[config.mk]
export PLATFORM = sky130hd
export DESIGN_NAME = row_norm_issuer
export DESIGN_NICKNAME = d
export VERILOG_FILES = /design/src/rtl/row_norm_issuer_pkg.sv /design/src/rtl/row_norm_issuer.sv
export SDC_FILE = /design/constraint.sdc
export NUM_CORES = 2
export LEC_CHECK = 0
export BUFFER_PORTS_ARGS = -buffer_cell sky130_fd_sc_hd__buf_2
export CAP_MARGIN = 5
export CORE_AREA = 2 2 446 448
export DETAILED_ROUTE_END_ITERATION = 6
export DIE_AREA = 0 0 448 450
export PLACE_DENSITY = 0.5
export SLEW_MARGIN = 20
export SYNTH_ARGS = -nofsm -noshare
export SYNTH_HDL_FRONTEND = slang
export SYNTH_SLANG_ARGS = --single-unit
[constraint.sdc]
create_clock -name clk -period 2 [get_ports clk]
set_clock_uncertainty 0.1 [all_clocks]
set_input_delay 0.2 -clock clk [delete_from_list [all_inputs] [get_ports clk]]
set_output_delay 0.2 -clock clk [all_outputs]
set_load 0.01 [all_outputs]
[src/rtl/row_norm_issuer_pkg.sv]
// Shared types for the row normalizer and the integer divider it feeds.
package row_norm_issuer_pkg;
   localparam int INT_W = 32;
   typedef logic signed [INT_W-1:0] INT_T;
   typedef enum logic [1:0] {IDLE, ISSUE, DRAIN, DONE} norm_state_e;
endpackage

[src/rtl/row_norm_issuer.sv]
// Streams one row of numerators through the shared divider against a common
// denominator, collects quotients in order and presents the normalized row.
module row_norm_issuer
   import row_norm_issuer_pkg::*;
#(
   parameter int VEC_LEN = 16,
   parameter int CNT_W   = $clog2(VEC_LEN) + 1
) (
   input  logic                     clk,
   input  logic                     rst,
   input  logic                     row_vld,
   output logic                     row_rdy,
   input  INT_T [VEC_LEN-1:0]       row_num,
   input  INT_T                     row_den,
   output logic                     div_req_vld,
   input  logic                     div_req_rdy,
   output INT_T                     div_num,
   output INT_T                     div_den,
   input  logic                     div_rsp_vld,
   output logic                     div_rsp_rdy,
   input  INT_T                     div_quot,
   output logic                     out_vld,
   input  logic                     out_rdy,
   output INT_T [VEC_LEN-1:0]       out_row,
   output logic                     out_dbz
);

   localparam logic [CNT_W-1:0] LAST_IDX = CNT_W'(VEC_LEN - 1);
   localparam logic [CNT_W-1:0] FULL_CNT = CNT_W'(VEC_LEN);

   norm_state_e         state;
   logic [CNT_W-1:0]    issue_idx;
   logic [CNT_W-1:0]    coll_idx;
   INT_T [VEC_LEN-1:0]  num_buf;
   INT_T                den_reg;

   assign div_num = num_buf[issue_idx[CNT_W-2:0]];
   assign div_den = den_reg;

   always_ff @(posedge clk) begin
      if (rst) begin
         state       <= IDLE;
         issue_idx   <= '0;
         coll_idx    <= '0;
         row_rdy     <= 1'b1;
         div_req_vld <= 1'b0;
         div_rsp_rdy <= 1'b0;
         out_vld     <= 1'b0;
         out_dbz     <= 1'b0;
         num_buf     <= '0;
         den_reg     <= '0;
         out_row     <= '0;
      end else begin
         // Capture runs alongside issue; responses come back in request order.
         if (div_rsp_vld && div_rsp_rdy) begin
            out_row[coll_idx[CNT_W-2:0]] <= div_quot;
            coll_idx                     <= coll_idx + 1'b1;
         end
         case (state)
            IDLE: begin
               if (row_vld && row_rdy) begin
                  num_buf     <= row_num;
                  den_reg     <= row_den;
                  out_dbz     <= (row_den == '0);
                  issue_idx   <= '0;
                  coll_idx    <= '0;
                  row_rdy     <= 1'b0;
                  div_req_vld <= 1'b1;
                  div_rsp_rdy <= 1'b1;
                  state       <= ISSUE;
               end
            end
            ISSUE: begin
               if (div_req_vld && div_req_rdy) begin
                  issue_idx <= issue_idx + 1'b1;
                  if (issue_idx == LAST_IDX) begin
                     div_req_vld <= 1'b0;
                     state       <= DRAIN;
                  end
               end
            end
            DRAIN: begin
               if (coll_idx == FULL_CNT) begin
                  div_rsp_rdy <= 1'b0;
                  out_vld     <= 1'b1;
                  state       <= DONE;
               end
            end
            DONE: begin
               if (out_rdy) begin
                  out_vld <= 1'b0;
                  row_rdy <= 1'b1;
                  state   <= IDLE;
               end
            end
            default: state <= IDLE;
         endcase
      end
   end

   // Collection can never overtake issue, and the divider must stay quiet when not asked.
   a_coll_in_issue: assert property (@(posedge clk) disable iff (rst)
      (state == ISSUE) |-> (coll_idx != FULL_CNT));
   a_stray_rsp: assert property (@(posedge clk) disable iff (rst)
      !(div_rsp_vld && !div_rsp_rdy));

endmodule

==> qor.yml <==
outcome:
  status: "complete, but fails checks"
  violations: "negative setup slack"
critical_path:
  crit_family: "multiplexers"
  worstSetupStartpointType: "register"
  crit_buf_inv: 4
  arrival_ns: 2.69
  cp_common_cell: "buf_12"
  crit_cells: 7
  slowest_delay_ns: 0.59
  path_class: "register to output port"
  required_ns: 1.70
  crit_slowest_cell: "mux4_2"
  r2r.worst_path.cells: 9
  path_max_fanout: 7
  cp-end-kind: "output port"
  crit_chain: "buf_12, buf_16, buf_12, mux4_2, a22oi_2, nand2_4, buf_6"
worst_hold_path:
  hold_depth: 5
  holdCritPathClass: "input port to register"
synth:
  synth_area_leaders: "dfxtp_1 52%, nand2_1 20%, a21oi_1 13%"
  ys_types: 36
  synth_top_area_share_pct: 52.5
  synthTopCellsByCount: "2153 x nand2_1, 1073 x dfxtp_1, 1065 x a21oi_1, 365 x clkbuf_1, 128 x mux4_2"
  avgSynthCellArea_um2: 8.07
  ys_seq_area_share_pct: 52.5
  syn-cell-area_mm2: 0.0409
  synth_fp_nets: 5663
  synth_flop_cell: "dfxtp_1"
  synth_edf_count: 0
  yosysMostFrequentCell: "nand2_1"
  yosys_warnings: 0
  async_flop_share_pct: 0
  synth_top_cell_by_area: "dfxtp_1"
  postSynthCellCount: 5070
  ys_seq_elements: 1073
floorplan:
  rows: 163
  die_area_mm2: 0.202
  die_y_um: 450
  coreArea_mm2: 0.197
  die_x_um: 448
  start_util_pct: 20.8
  pin_count: 1163
clocking:
  cts.sink_count: 1073
  cts_buffers: 130
  cts_buffer_depth: 3
  clkLatencyLatePin_ns: 0.78
  clkTransAtPathRegs_ns: 0.07
  h-tree-depth: 4
  cts_tree: "done"
  cts_root_buf: "clkbuf_16"
run:
  cap_violations: 0
global_route:
  grt_pass1_vias: 42500
  grt-ovfl-total: 0
  grt_pass1_wl_mm: 306
  grt_max_degree: 129
  antenna_found_initial: 35
  grt_usage_pct: 21.2
layout:
  post-route-util_pct: 32.2
  final_cell_area_mm2: 0.0634
  n_fill_cell: 20800
  syn_to_final_growth_pct: 54.9
  final_nets: 7405
  drive_above_1_share_pct: 28.3
timing:
  setup_violations: 32
  max_freq_mhz: 335
  fin_crit_sh_pct: 149
  layout_min_cycle_time_ns: 2.99
  rsz0062_at_grt: "true"
  worst_slack_ns: -0.986
  hold_viol: 0
  worst_slew_pin_slew_ns: 0.804
  hold_ws_ns: 0.0764
  drv_slew: 0
  slew_headroom_pct: 46.4
placed_design:
  dp_hpwl_mm: 165
  port_buffers: 1162
  placed_area_mm2: 0.0514
  place.gp.congestion: 0.923
route:
  drt_pass1_iterations: 6
  num_vias: 43200
  drc: 0
  vias_per_cell: 4.51
  drt_wl_total_mm: 225
  post_drt_wl_per_cell_um: 23.5
  antenna_left: 0
  drtIter0Drc: 3243
power:
  leakage_uw: 0.0251
  power_density_mw_per_mm2: 1030
  ir_drop_mv: 0.739
-- worst paths after layout --
| check | start | endpoint | slack (ns) |
|---|---|---|---|
| max | issue_idx[0] | div_num[23] | -0.99 |
| min | div_req_rdy | state[1] | 0.08 |
| max reg2reg | issue_idx[0] | state[1] | 0.02 |
| min reg2reg | out_row[448] | out_row[448] | 0.35 |
-- cell type report --
cell class	count	area (um^2)	area share [%]
well taps	2640	3300	5.21
clock buffers	187	3810	6.01
diodes	22	55.1	0.0869
inverters	9	33.8	0.0533
repair buffers	2071	16000	25.2
multi-input cells	3527	18100	28.6
clock inverters	46	559	0.882
flip-flops and latches	1073	21500	33.9
-- cell families after synthesis --
logic type	count (synthesis)	synth area share, %
AOI/OAI and AO/OA	1144	14.4
xor gates and xnor gates	5	0.107
adders and majority gates	11	0.336
buffers and inverters	470	4.59
DFF	1073	52.5
muxes	129	7.07
and+or+nand+nor	2238	21.0
-- worst register-to-register path, stage by stage, from the launching register on --
cell	delay, ns
dfxtp_4	0.38
buf_12	0.16
buf_16	0.15
ha_1	0.21
and3_1	0.18
ha_1	0.19
nor2b_2	0.15
a21oi_2	0.07
a31o_2	0.22
a21oi_2	0.12
-- per-stage QoR --
step                TNS [ns]  setup slack (ns)  total power (uW)  std cells
floorplan            -0.0704          -0.00335             31400       5070
global placement       -8.83            -0.460             38300       8674
detailed placement     -8.96            -0.469             38400       8674
CTS                   -33.93             -1.12             65100       9509
global route          -33.33             -1.09             68000       9569
finish                -29.49            -0.986             65300       9575
-- flip-flops by register name (all words and copies together), names as in the netlist --
name	flops
out_dbz	1
div_den	32
issue_idx	5
div_req_vld	1
coll_idx	5
num_buf	512
out_row	512
div_rsp_rdy	1
out_vld	1
row_rdy	1
state	2
-- placed cells by master (no fill, tap or decap), types with 22 or more instances in the layout --
cell type	count
buf_12	92
mux4_2	128
nand2_1	2123
dlygate4sd3_1	581
buf_4	187
diode_2	22
a22oi_2	50
a21oi_1	1061
buf_6	45
clkbuf_8	28
clkbuf_16	142
buf_2	1137
dfxtp_1	1071
clkbuf_1	26
-- routing by layer --
metal / global-route usage (%) / routed length, um / up-vias
met2: 40.2 / 120000 / 1852
met5: 0 / 28 / -
met1: 21.1 / 76800 / 20700
met4: 13.2 / 15100 / 4
met3: 3.74 / 13300 / 487
li1: - / - / 20200
-- report_power, final --
part           internal, uW  switching (uW)  leakage (uW)  total [uW]
clock                 14400           10000       0.00214       24400
sequential            23400            1740       0.00871       25200
combinational          7160            8620        0.0143       15800
-- repair_timing --
| action | CTS | global route |
|---|---|---|
| pin swaps | 21 | 38 |
| setup endpoints to repair | 119 | 370 |
| setup buffers | 14 | 39 |
| cloned | 7 | 9 |
| hold buffers | 581 | 0 |
| gates resized for setup | 136 | 62 |
| endpoints found under the hold margin | 1070 | 0 |
Note: power is estimated with default switching activity, not from simulation.
